## src/rtl/super_pkg.sv

```systemverilog
// Shared branch-prediction types and helpers for the fetch/EX predictor loop.
// Latency: n/a (types and pure functions only).
// Backpressure: n/a.
package super_pkg;

    // Training record handed from EX back to branch_predict, one slot per lane.
    typedef struct packed {
        logic [1:0]  is_branch;
        logic [1:0]  is_jal;
        logic [1:0]  taken;
        logic [31:0] pc0;
        logic [31:0] pc1;
        logic [31:0] target0;
        logic [31:0] target1;
    } ex_bp_info_t;

    typedef enum logic {
        IDLE     = 1'b0,
        RED_PEND = 1'b1
    } bp_resolve_state_e;

    // Sequential next PC: compressed instructions are 2 bytes, others 4.
    function automatic logic [31:0] bp_fallthru_pc(input logic [31:0] pc,
                                                   input logic        is_comp);
        return pc + (is_comp ? 32'd2 : 32'd4);
    endfunction

endpackage

```

## src/rtl/bp_lane_check.sv

```systemverilog
// Per-lane mispredict detection and correct next-PC selection.
// Latency: purely combinational.
// Backpressure: none; valid gates only the mispredict flag.
// Ports: valid/pc/is_comp/is_branch/is_jal/ptaken/ptarget/taken/target in;
//        mp (lane mispredicted) and correct_pc (architecturally next PC) out.
module bp_lane_check
    import super_pkg::*;
(
    input  logic        valid,
    input  logic [31:0] pc,
    input  logic        is_comp,
    input  logic        is_branch,
    input  logic        is_jal,
    input  logic        ptaken,
    input  logic [31:0] ptarget,
    input  logic        taken,
    input  logic [31:0] target,
    output logic        mp,
    output logic [31:0] correct_pc
);

    always_comb begin
        mp         = 1'b0;
        correct_pc = bp_fallthru_pc(pc, is_comp);
        // jal is always taken even if the taken input were not forced upstream
        if (is_jal || (is_branch && taken)) begin
            correct_pc = target;
        end
        if (valid) begin
            if (is_branch) begin
                mp = (ptaken != taken) || (taken && ptaken && (ptarget != target));
            end else if (is_jal) begin
                mp = !ptaken || (ptarget != target);
            end else begin
                // a non-control instruction predicted taken steered fetch wrongly
                mp = ptaken;
            end
        end
    end

endmodule

```

## src/rtl/branch_resolve.sv

```systemverilog
// EX-stage branch resolution: flush, fetch redirect, predictor training, perf counters.
// Latency: flush_o same cycle; redirect, training info and counters one cycle after resolve.
// Backpressure: redirect held until redirect_ready_i; resolve_stall_o holds EX meanwhile.
// Ports: clk_i/rst_i; two-lane ex_* resolve inputs; ex_bp_info_o training record;
//        flush_o; redirect_valid_o/redirect_target_o/redirect_ready_i handshake;
//        resolve_stall_o; branch_cnt_o/mispredict_cnt_o saturating counters.
module branch_resolve
    import super_pkg::*;
#(
    parameter int CntWidth = 32
) (
    input  logic                clk_i,
    input  logic                rst_i,
    input  logic [1:0]          ex_valid_i,
    input  logic [31:0]         ex_pc0_i,
    input  logic [31:0]         ex_pc1_i,
    input  logic [1:0]          ex_is_comp_i,
    input  logic [1:0]          ex_is_branch_i,
    input  logic [1:0]          ex_is_jal_i,
    input  logic [1:0]          ex_ptaken_i,
    input  logic [31:0]         ex_ptarget0_i,
    input  logic [31:0]         ex_ptarget1_i,
    input  logic [1:0]          ex_taken_i,
    input  logic [31:0]         ex_target0_i,
    input  logic [31:0]         ex_target1_i,
    output ex_bp_info_t         ex_bp_info_o,
    output logic [1:0]          flush_o,
    output logic                redirect_valid_o,
    output logic [31:0]         redirect_target_o,
    input  logic                redirect_ready_i,
    output logic                resolve_stall_o,
    output logic [CntWidth-1:0] branch_cnt_o,
    output logic [CntWidth-1:0] mispredict_cnt_o
);

    bp_resolve_state_e   state_q;
    logic                red_vld_q;
    logic [31:0]         red_tgt_q;
    ex_bp_info_t         info_q;
    ex_bp_info_t         info_d;
    logic [CntWidth-1:0] bcnt_q;
    logic [CntWidth-1:0] mcnt_q;
    logic [CntWidth-1:0] bcnt_d;
    logic [CntWidth-1:0] mcnt_d;
    logic [CntWidth:0]   bcnt_sum;

    logic [1:0]  v;
    logic [1:0]  mp;
    logic [1:0]  squash;
    logic [1:0]  trained;
    logic [1:0]  n_train;
    logic [31:0] cpc0;
    logic [31:0] cpc1;

    // Anything arriving while a redirect is pending is wrong-path.
    assign v = ex_valid_i & {2{state_q == IDLE}};

    bp_lane_check u_lane0 (
        .valid      (v[0]),
        .pc         (ex_pc0_i),
        .is_comp    (ex_is_comp_i[0]),
        .is_branch  (ex_is_branch_i[0]),
        .is_jal     (ex_is_jal_i[0]),
        .ptaken     (ex_ptaken_i[0]),
        .ptarget    (ex_ptarget0_i),
        .taken      (ex_taken_i[0]),
        .target     (ex_target0_i),
        .mp         (mp[0]),
        .correct_pc (cpc0)
    );

    // Lane 1 is younger: a lane-0 mispredict makes it wrong-path.
    bp_lane_check u_lane1 (
        .valid      (v[1] & ~mp[0]),
        .pc         (ex_pc1_i),
        .is_comp    (ex_is_comp_i[1]),
        .is_branch  (ex_is_branch_i[1]),
        .is_jal     (ex_is_jal_i[1]),
        .ptaken     (ex_ptaken_i[1]),
        .ptarget    (ex_ptarget1_i),
        .taken      (ex_taken_i[1]),
        .target     (ex_target1_i),
        .mp         (mp[1]),
        .correct_pc (cpc1)
    );

    assign squash  = {mp[0], 1'b0};
    assign trained = v & (ex_is_branch_i | ex_is_jal_i) & ~squash;
    assign n_train = {1'b0, trained[0]} + {1'b0, trained[1]};

    assign flush_o = mp[0] ? 2'b11 : (mp[1] ? 2'b10 : 2'b00);

    always_comb begin
        info_d           = '0;
        info_d.is_branch = v & ex_is_branch_i & ~squash;
        info_d.is_jal    = v & ex_is_jal_i & ~squash;
        info_d.taken     = ex_taken_i & trained;
        info_d.pc0       = trained[0] ? ex_pc0_i : 32'd0;
        info_d.pc1       = trained[1] ? ex_pc1_i : 32'd0;
        info_d.target0   = trained[0] ? ex_target0_i : 32'd0;
        info_d.target1   = trained[1] ? ex_target1_i : 32'd0;
    end

    // One extra bit catches the carry so the counter pins at all-ones.
    assign bcnt_sum = {1'b0, bcnt_q} + {{(CntWidth-1){1'b0}}, n_train};
    assign bcnt_d   = bcnt_sum[CntWidth] ? {CntWidth{1'b1}} : bcnt_sum[CntWidth-1:0];
    assign mcnt_d   = (mcnt_q == {CntWidth{1'b1}}) ? mcnt_q
                                                   : mcnt_q + {{(CntWidth-1){1'b0}}, 1'b1};

    always_ff @(posedge clk_i) begin
        if (rst_i) begin
            state_q   <= IDLE;
            red_vld_q <= 1'b0;
            red_tgt_q <= 32'd0;
            info_q    <= '0;
            bcnt_q    <= '0;
            mcnt_q    <= '0;
        end else begin
            info_q <= info_d;
            bcnt_q <= bcnt_d;
            case (state_q)
                IDLE: begin
                    if (|mp) begin
                        state_q   <= RED_PEND;
                        red_vld_q <= 1'b1;
                        red_tgt_q <= mp[0] ? cpc0 : cpc1;
                        mcnt_q    <= mcnt_d;
                    end
                end
                RED_PEND: begin
                    if (redirect_ready_i) begin
                        state_q   <= IDLE;
                        red_vld_q <= 1'b0;
                    end
                end
                default: begin
                    state_q   <= IDLE;
                    red_vld_q <= 1'b0;
                end
            endcase
        end
    end

    assign ex_bp_info_o      = info_q;
    assign redirect_valid_o  = red_vld_q;
    assign resolve_stall_o   = red_vld_q;
    assign redirect_target_o = red_tgt_q;
    assign branch_cnt_o      = bcnt_q;
    assign mispredict_cnt_o  = mcnt_q;

endmodule

```

## config.mk

```make
export PLATFORM = sky130hd
export DESIGN_NAME = branch_resolve
export DESIGN_NICKNAME = d
export VERILOG_FILES = /design/src/rtl/super_pkg.sv /design/src/rtl/bp_lane_check.sv /design/src/rtl/branch_resolve.sv
export SDC_FILE = /design/constraint.sdc
export NUM_CORES = 1
export LEC_CHECK = 0
export ABC_CLOCK_PERIOD_IN_PS = 5800
export CORE_MARGIN = 3
export CORE_UTILIZATION = 35
export DETAILED_ROUTE_END_ITERATION = 16
export GPL_ROUTABILITY_DRIVEN = 0
export PLACE_DENSITY_LB_ADDON = 0.1
export SLEW_MARGIN = 5
export SYNTH_ARGS = -nofsm -noshare
export SYNTH_HDL_FRONTEND = slang
export SYNTH_SLANG_ARGS = --single-unit
export TNS_END_PERCENT = 1
```

## constraint.sdc

```tcl
create_clock -name clk_i -period 5.8 [get_ports clk_i]
set_input_delay 1.16 -clock clk_i [delete_from_list [all_inputs] [get_ports clk_i]]
set_output_delay 1.16 -clock clk_i [all_outputs]
set_load 0.005 [all_outputs]
```

==> impl_metrics.json <==
{
  "leakage_nw": 6.28,
  "syn_area_per_cell_um2": 9.00,
  "grt_pass1_vias": 10500,
  "finalHoldViolCount": 0,
  "final_cells": 2052,
  "period_minus_slack_ps": 5160,
  "worstSetupEndpointType": "register",
  "rsz0062_at_grt": "false",
  "synthArstFlopShare_pct": 0,
  "die-area_um2": 33100,
  "yosysTopAreaCellShare_pct": 42.9,
  "drv_cap": 0,
  "fmax_mhz": 194,
  "cts_inserted_buffers": 27,
  "hold_path_class": "reg -> reg",
  "yosysWarnings": 0,
  "grt_max_degree": 73,
  "finalMaxSlewViolations": 0,
  "antenna_left": 0,
  "rows": 63,
  "start_kind": "input port",
  "yosysMostFrequentCell": "dfxtp_1",
  "synth_edf_count": 0,
  "cts_tree": "yes",
  "status": "finished, final reports clean",
  "area_growth_pct": 54.4,
  "dp_hpwl_um": 34000,
  "cts_sinks": 232,
  "cts.repair.resized": 0,
  "postCtsSetupBuffers": 0,
  "drive_gt1_share_pct": 6.87,
  "clk_pin_slew_ps": 60,
  "cts_htree_levels": 1,
  "slew_headroom_pct": 29.0,
  "place_inst": 1999,
  "die-height_um": 182,
  "syn-num-nets": 1421,
  "crit_required_ps": 6260,
  "tightest_slew_ps": 1070,
  "crit_type": "in -> reg",
  "hold_buffers": 0,
  "synth-main-ff-cell": "dfxtp_1",
  "ys_ff_latch": 232,
  "port_buffers": 440,
  "fin_crit_sh_pct": 88.9,
  "synth_top_cell_by_area": "dfxtp_1",
  "synth_cells": 1203,
  "slowest_stage": "clkdlybuf4s50_1",
  "wl_um": 43200,
  "cp_data_arrival_time_ps": 5620,
  "vias": 10500,
  "fp.coreArea_um2": 30000,
  "ir_drop_mv": 0.188,
  "drc": 0,
  "ios": 441,
  "first_pass_iters": 7,
  "max_stage_delay_ps": 490,
  "clk-insertion-delay-late_ps": 540,
  "crit_fanout": 22,
  "ys_top_cells_by_count": "dfxtp_1, xor2_1, nor2_1",
  "fin_skew_ps": 6.21,
  "track_usage_pct": 25.0,
  "root_buffer": "clkbuf_16",
  "grt_pass1_wl_um": 64300,
  "viasPerCell": 5.10,
  "antenna_found_initial": 3,
  "gr-total-overflow": 0,
  "synth_cell_types": 56,
  "synth_area_um2": 10800,
  "dpl_worst_slack_ps": 104,
  "holdPathStages": 1,
  "yosys-top-cells-area": "dfxtp_1, xor2_1, nor2b_1",
  "cts_buffer_depth": 3,
  "ys_seq_area_share_pct": 42.9,
  "powerDensity_nw_per_um2": 264,
  "worstRegToRegCells": 15,
  "fin_util_pct": 55.7,
  "fin_ws_ps": 644,
  "setup_viol_count_final": 0,
  "whs_ps": 509,
  "finalSetupTns_ps": 0,
  "first_iter_violations": 488,
  "initial_core_util_pct": 36.1,
  "fin_nets": 1856,
  "die_w_um": 182,
  "avgRoutedWirePerCell_um": 21.0,
  "path_cells": "clkdlybuf4s50_1, xor2_1, nor4_1, buf_4, nand4_1, o31ai_1, nand2_2, nor2_1, o21ai_0, fa_1, inv_1, ha_1, inv_1, or3_1, or4_1, or3_1, buf_12, a21oi_1"
}
## final cells by class
class	count	area (µm²)
multi-input cells	887	5850
clock buffers	35	766
fillers	2771	13300
inverters	21	78.8
repair buffers	469	4630
clock inverters	15	258
flip-flops and latches	232	4640
diodes	3	7.51
well taps	390	488
## critical path: cells and delay by family
family | cells | cell delay (ps)
and+or+nand+nor | 7 | 2020
AOI/OAI and AO/OA | 3 | 710
adders and majority gates | 2 | 570
xor gates and xnor gates | 1 | 200
buffers and inverters | 5 | 980
## power by group
group	total, mW	internal (mW)	switching [mW]
Sequential	1.70	1.67	0.0316
Clock	1.94	1.24	0.697
Combinational	0.779	0.397	0.382
## state kept, by name, summed over array words and instances (netlist names)
signal,flops
state_q,1
mispredict_cnt_o,32
redirect_valid_o,1
redirect_target_o,32
branch_cnt_o,32
ex_bp_info_o,134
## logic make-up (layout without fill, tap and decap cells)
kind of cell / Yosys count / after routing / share of synthesized area (%)
mux: 31 / 31 / 3.09
flops: 232 / 232 / 42.9
compound gates: 185 / 185 / 11.9
buf+inv: 84 / 540 / 3.40
other cells: 0 / 3 / 0
fa+ha+maj: 11 / 11 / 1.48
simple gates: 515 / 515 / 25.6
xor+xnor: 145 / 145 / 11.7
## cells in the final DEF (no fill, tap or decap), types with 18 or more instances in the layout
| cell | instances |
|---|---|
| clkbuf_16 | 27 |
| buf_4 | 29 |
| nand3_1 | 35 |
| dfxtp_1 | 232 |
| inv_1 | 20 |
| xor2_1 | 121 |
| nand4_1 | 44 |
| nor2b_1 | 80 |
| a21oi_1 | 55 |
| a211oi_1 | 44 |
| and3_1 | 27 |
| xnor2_1 | 24 |
| clkdlybuf4s50_1 | 439 |
| nor2_1 | 106 |
| nor4_1 | 18 |
| mux2_2 | 18 |
| nand2_1 | 77 |
| and2_1 | 76 |
## metrics by stage
step / total power, mW / area, µm²
floorplan: 2.03 / 10800
global placement: 2.51 / 15700
detailed placement: 2.52 / 15700
CTS: 4.47 / 16700
global route: 4.59 / 16700
finish: 4.42 / 16700
## routing by layer
layer  vias to the layer above  GRT usage, %  part of all wire, %
met5                         -             0                    0
met4                         0          8.32                  3.5
met3                        68          6.41                  7.6
met2                       407          42.5                   48
met1                      4932          30.9                   41
li1                       5065             -                    -
## path summary, 6_finish.rpt
kind	startpoint	end	slack, ps
max	ex_target0_i[19]	branch_cnt_o[20]$_SDFF_PP0_	640
min	state_q$_SDFF_PP0_	state_q$_SDFF_PP0_	510
max reg2reg	state_q$_SDFF_PP0_	branch_cnt_o[20]$_SDFF_PP0_	2170
min reg2reg	state_q$_SDFF_PP0_	state_q$_SDFF_PP0_	510
No activity file was read; power rests on OpenSTA's default activity.
